<file path="src/rtl/sad_best_mv_tracker.sv">
// Best-MV tracker: per-partition minimum SAD and its motion vector over a raster full search.
// Optional ME_EARLY_TERM_EN: end the scan on an accepted 32x32 SAD below ET_THRESH.
module sad_best_mv_tracker #(
   parameter  int SR        = 16,
   parameter  int ET_THRESH = 256,
   localparam int MVW       = $clog2(2*SR)
) (
   input  logic               clk,
   input  logic               rst,
   input  logic               start,
   input  logic               sad_valid,
   output logic               sad_ready,
   input  logic [63:0]        sad16x16,
   input  logic [17:0]        sad32x32,
   output logic               busy,
   output logic               done,
   output logic [63:0]        best_sad16x16,
   output logic [4*2*MVW-1:0] best_mv16x16,
   output logic [17:0]        best_sad32x32,
   output logic [2*MVW-1:0]   best_mv32x32
);

   typedef enum logic [1:0] {IDLE, SCAN, DONE} state_t;

   localparam logic signed [MVW-1:0] MV_MIN = MVW'(-SR);
   localparam logic signed [MVW-1:0] MV_MAX = MVW'(SR - 1);
   localparam logic signed [MVW-1:0] MV_ONE = MVW'(1);

   state_t                state, state_nx;
   logic signed [MVW-1:0] cand_x, cand_y;
   logic                  accept, last_cand, et_hit;

   assign accept    = sad_valid && (state == SCAN);
   assign last_cand = (cand_x == MV_MAX) && (cand_y == MV_MAX);

`ifdef ME_EARLY_TERM_EN
   assign et_hit = accept && ({14'd0, sad32x32} < 32'(ET_THRESH));
`else
   logic unused_et_thresh;
   assign unused_et_thresh = ^ET_THRESH;
   assign et_hit           = 1'b0;
`endif

   always_comb begin
      state_nx  = state;
      busy      = 1'b0;
      sad_ready = 1'b0;
      done      = 1'b0;
      case (state)
         IDLE: if (start) state_nx = SCAN;
         SCAN: begin
            busy      = 1'b1;
            sad_ready = 1'b1;
            if (accept && (last_cand || et_hit)) state_nx = DONE;
         end
         DONE: begin
            done     = 1'b1;
            state_nx = IDLE;
         end
         default: state_nx = IDLE;
      endcase
   end

   always_ff @(posedge clk) begin
      if (rst) begin
         state         <= IDLE;
         cand_x        <= '0;
         cand_y        <= '0;
         best_sad16x16 <= '1;
         best_mv16x16  <= '0;
         best_sad32x32 <= '1;
         best_mv32x32  <= '0;
      end else begin
         state <= state_nx;
         if ((state == IDLE) && start) begin
            cand_x        <= MV_MIN;
            cand_y        <= MV_MIN;
            best_sad16x16 <= '1;
            best_mv16x16  <= '0;
            best_sad32x32 <= '1;
            best_mv32x32  <= '0;
         end else if (accept) begin
            // strict compare: ties keep the earlier candidate
            for (int unsigned l = 0; l < 4; l++) begin
               if (sad16x16[l*16 +: 16] < best_sad16x16[l*16 +: 16]) begin
                  best_sad16x16[l*16 +: 16]      <= sad16x16[l*16 +: 16];
                  best_mv16x16[l*2*MVW +: 2*MVW] <= {cand_y, cand_x};
               end
            end
            if (sad32x32 < best_sad32x32) begin
               best_sad32x32 <= sad32x32;
               best_mv32x32  <= {cand_y, cand_x};
            end
            if (!last_cand) begin
               if (cand_x == MV_MAX) begin
                  cand_x <= MV_MIN;
                  cand_y <= cand_y + MV_ONE;
               end else begin
                  cand_x <= cand_x + MV_ONE;
               end
            end
         end
      end
   end

endmodule

</file>
<file path="config.mk">
export PLATFORM = sky130hd
export DESIGN_NAME = sad_best_mv_tracker
export DESIGN_NICKNAME = d
export VERILOG_FILES = /design/src/rtl/sad_best_mv_tracker.sv
export SDC_FILE = /design/constraint.sdc
export NUM_CORES = 1
export LEC_CHECK = 0
export CAP_MARGIN = 20
export CORE_UTILIZATION = 50
export DETAILED_ROUTE_END_ITERATION = 6
export GPL_TIMING_DRIVEN = 0
export PLACE_DENSITY = 0.86
export SYNTH_ARGS = -nofsm -noshare
export SYNTH_HDL_FRONTEND = slang
export SYNTH_SLANG_ARGS = --single-unit
</file>
<file path="constraint.sdc">
create_clock -name clk -period 3.7 [get_ports clk]
set_input_delay 0.925 -clock clk [delete_from_list [all_inputs] [get_ports clk]]
set_output_delay 0.925 -clock clk [all_outputs]
set_load 0.03 [all_outputs]
</file>
==> results summary <==
The global-route wire length before repair is 31200 um. Detailed routing inserted a total of 6633 vias. The clock network power share came out at 0.470.

In this run the critical register-to-register path is captured at best_sad32x32[3]$_SDFFE_PP1P_. The run finished with clean final reports. The cell count of the worst reg-to-reg path is 6. The hold buffer count at CTS came out at 0.

The fraction of synthesized cell area taken by the top area cell type came out at 0.417. The worst hold path stage count came out at 2. The depth of the CTS H-tree came out at 4. The die width came out at 120 um. The number of routed nets with antenna violations came out at 0. The number of buffers inserted by post-CTS setup repair is 0. The net count of the mapped netlist is 943. The number of antenna cells inserted is 0.

The all-layer global routing usage is 0.278. The count of unique library cells instantiated by Yosys is 39. The worst max-slew margin expressed relative to the limit is 0.478. The worst-case clock buffer depth came out at 2.

The TritonCTS sink count came out at 144. IR analysis of the VDD net gives a maximum drop of 0.306 mV. Post-CTS repair changed the size of 0 cells. Setup repair after global routing left no endpoint under its margin. The initial core utilization is 0.518. Data on the critical path is required at its endpoint by 3960 ps. The worst hold path begins at best_mv16x16[1]$_SDFFE_PP0P_. The type of the worst min-delay path is flop to flop. The startpoint kind of the worst setup timing path is a primary input.

The HPWL reported at the end of detailed placement is 14600 um. The synthesized design spends more area on one cell type than any other, namely dfxtp_1. The tree is rooted in a clkbuf_16. In the global route stage, met1 resource usage came out at 0.343. The die area is 14300 um2.

Setup total negative slack on the finished layout was measured at 0 ps. The height of the die came out at 120 um. The final design utilization is 0.747. The power after layout came out at 3.99 mW.

The total detailed-routing wirelength came out at 19700 um. The count of placed standard cells including taps is 1173. The synthesized flop and latch total is 144.

The area used by multi-input combinational logic came out at 3520 um2. The final critical-path required period is 3160 ps. Using the TritonRoute via totals, the vias-per-cell ratio works out to 5.50. The final global-route overflow total came out at 0. The library cell appearing most often on the critical path is clkbuf_1.

The reg-to-reg setup timing slack is 1000 ps. The classification of the worst setup path is primary input to flop. In the final routed layout, each cell accounts on average for 16.3 um. In this run the critical register-to-register path is launched from state[1]$_SDFFE_PP0P_. The share of total power dissipated in sequential elements is 0.401.

The cell area after placement came out at 9330 um2. The share of power burned in combinational logic is 0.129. The max-cap violation count is 0. The final max-slew violation count is 0. Of the total power, the share spent switching nets is 0.249.

The largest fanout on the critical path is 10. The post-route fraction of the period consumed by the critical path came out at 0.855. The net total in the final layout is 1182. The netlist area before placement is 6910 um2. At the later pin of the worst-skew pair, clock insertion delay measures 420 ps.

The clock transition at the registers of the reported paths is 60 ps. For this design, the slowest cell found on the critical path is nor2_1. The sequential fraction of the synthesis area came out at 0.417. The timing-limited maximum frequency came out at 0.316 GHz. For met2 alone, demand over resource in global routing was 0.458. The first detailed-routing pass ran for 5 iterations.

The switching power summed over all nets came out at 996 uW. At the pin with the least slew margin, the transition time is 775 ps. After synthesis, the cell types taking the most area are dfxtp_1, ha_1, inv_1. The global placer's final weighted congestion came out at 0.820. The mean instance size in the synthesized netlist came out at 8.89 um2.

The commonest cells after synthesis are dfxtp_1, inv_1, ha_1. The static leakage power is 4.66 nW. STA classifies the critical path endpoint as a flop.

For this run, the slowest stage of the critical path takes 580 ps. The number of enable-type register cells in the synthesized netlist came out at 0. The most used flip-flop cell after synthesis is dfxtp_1. The sum of buffers and inverters on the critical path came out at 3. The number of failing setup endpoints in the final timing report came out at 0. For this run, asynchronously set or reset flops after synthesis account for 0. 221 I/O pins were placed.

The internal power component came out at 3.00 mW. By instance count, the leading cell after synthesis is dfxtp_1. The kind of cell with the highest combined delay along the critical path is buffers and inverters.

For hold timing, the worst endpoint is best_mv16x16[1]$_SDFFE_PP0P_. In the final layout, the share of cells above drive strength 1 is 0.0457. The DRC violation count after routing came out at 0. The placeable core region is 13300 um2. The pin count of the biggest net entering global routing came out at 17.

The synthesis-to-finish area growth came out at 44.4%. The met3 global-route usage came out at 0.0722. Counting the fill cells in the layout gives 977. In this run the power density over the cells is 400 nW/um2. Counting every instance in the synthesized netlist gives 777. The layer carrying the most global-route usage is met2. The DRC marker count from the first detailed-route iteration came out at 519. Traced cell by cell, the critical path runs through clkdlybuf4s50_1, and2_1, nor2_1, clkbuf_1, clkbuf_1, o211ai_1.

The hold violation total from the final report is 0. TritonCTS built the clock tree. In this run the tool buffered the top-level ports with 220 buffer cells. The non-filler instance count after layout came out at 1205. The count of standard-cell rows came out at 42. The cell area after layout is 9980 um2. The initial antenna violation count is 0. The worst-case clock skew came out at 6.94 ps. The number of warnings printed during yosys synthesis is 0. At the worst endpoint, the arrival time is 3420 ps.

The via count of the first global-routing pass is 6456. The sequential cell area is 2880 um2. The number of clock buffers inserted by TritonCTS is 17.
## kinds of logic (layout without fill, tap and decap cells)
| family | after synthesis | after routing | share of synthesized area |
|---|---|---|---|
| buffers and inverters | 126 | 378 | 0.0739 |
| multiplexers | 20 | 20 | 0.0290 |
| flip-flops | 144 | 144 | 0.417 |
| AND/OR/NAND/NOR | 211 | 211 | 0.146 |
| AO/OA/AOI/OAI | 193 | 193 | 0.185 |
| XOR/XNOR | 3 | 3 | 0.00380 |
| adder cells (fa/ha/maj) | 80 | 80 | 0.145 |
## metrics by stage
| stage | hold WS (ps) | setup WS, ps |
|---|---|---|
| 2_1_floorplan | 467 | 909 |
| 3_3_place_gp | 444 | 226 |
| 3_5_place_dp | 453 | 155 |
| 4_1_cts | 462 | 549 |
| 5_1_grt | 473 | 427 |
| 6_report | 461 | 537 |
## layout make-up
type                    count  area share
multi-input cells         507       0.353
flip-flops and latches    144       0.289
repair buffers            220       0.221
clock buffers              17      0.0426
inverters                  81      0.0305
well taps                 176      0.0221
clock inverters            15      0.0218
plain buffers              45      0.0207
## worst max-delay path by stage
| stage | start | to | slack, ps | cells after the start |
|---|---|---|---|---|
| 6_report | start | best_sad32x32[3]$_SDFFE_PP1P_ | 540 | 6 |
| 2_1_floorplan | sad32x32[15] | best_mv32x32[7]$_SDFFE_PP0P_ | 910 | 8 |
| 3_5_place_dp | start | best_sad32x32[3]$_SDFFE_PP1P_ | 150 | 6 |
| 3_3_place_gp | sad32x32[15] | best_sad32x32[2]$_SDFFE_PP1P_ | 230 | 9 |
| 4_1_cts | start | best_sad32x32[3]$_SDFFE_PP1P_ | 550 | 6 |
| 5_1_grt | start | best_sad32x32[2]$_SDFFE_PP1P_ | 430 | 6 |
## metal layers
layer	wire length [um]	vias to the layer above
li1	-	3272
met1	8530	3115
met2	9430	210
met3	1130	36
met4	597	0
met5	0	-
## worst register-to-register path: stages (launching register included)
cell and delay, ps:
dfxtp_1 380, nor2_1 80, and2_1 170, nor2_1 580, clkbuf_1 550, clkbuf_1 570
o211ai_1 200
## sequential cells by signal (all words and copies together) (netlist names)
name / flops
best_sad16x16: 64
best_mv16x16: 40
best_sad32x32: 18
best_mv32x32: 10
cand_x: 5
cand_y: 5
state: 2
## placed cells by master, fill, tap and decap left out, types with 5 or more instances in the layout
cell type,Yosys,layout
a211oi_1,8,8
a21o_1,21,21
a21oi_1,32,32
a31oi_1,46,46
bufinv_16,0,5
clkbuf_1,33,33
clkbuf_16,0,17
clkdlybuf4s50_1,0,220
clkinv_2,0,5
dfxtp_1,144,144
ha_1,80,80
inv_1,81,81
mux2i_1,20,20
nand2_1,51,51
nand3_1,55,55
nand4_1,13,13
nor2_1,20,20
nor3_1,55,55
o211ai_1,20,20
o21ai_0,41,41
o22a_1,16,16
## power by group through the flow
stage,combinational [mW],sequential (mW),clock [mW]
4_1_cts,0.515,1.60,1.88
3_3_place_gp,0.501,1.63,0
6_report,0.517,1.60,1.88
3_5_place_dp,0.510,1.63,0
2_1_floorplan,0.218,1.69,0
5_1_grt,0.560,1.60,1.96
Power figures use the tool's default switching activity.
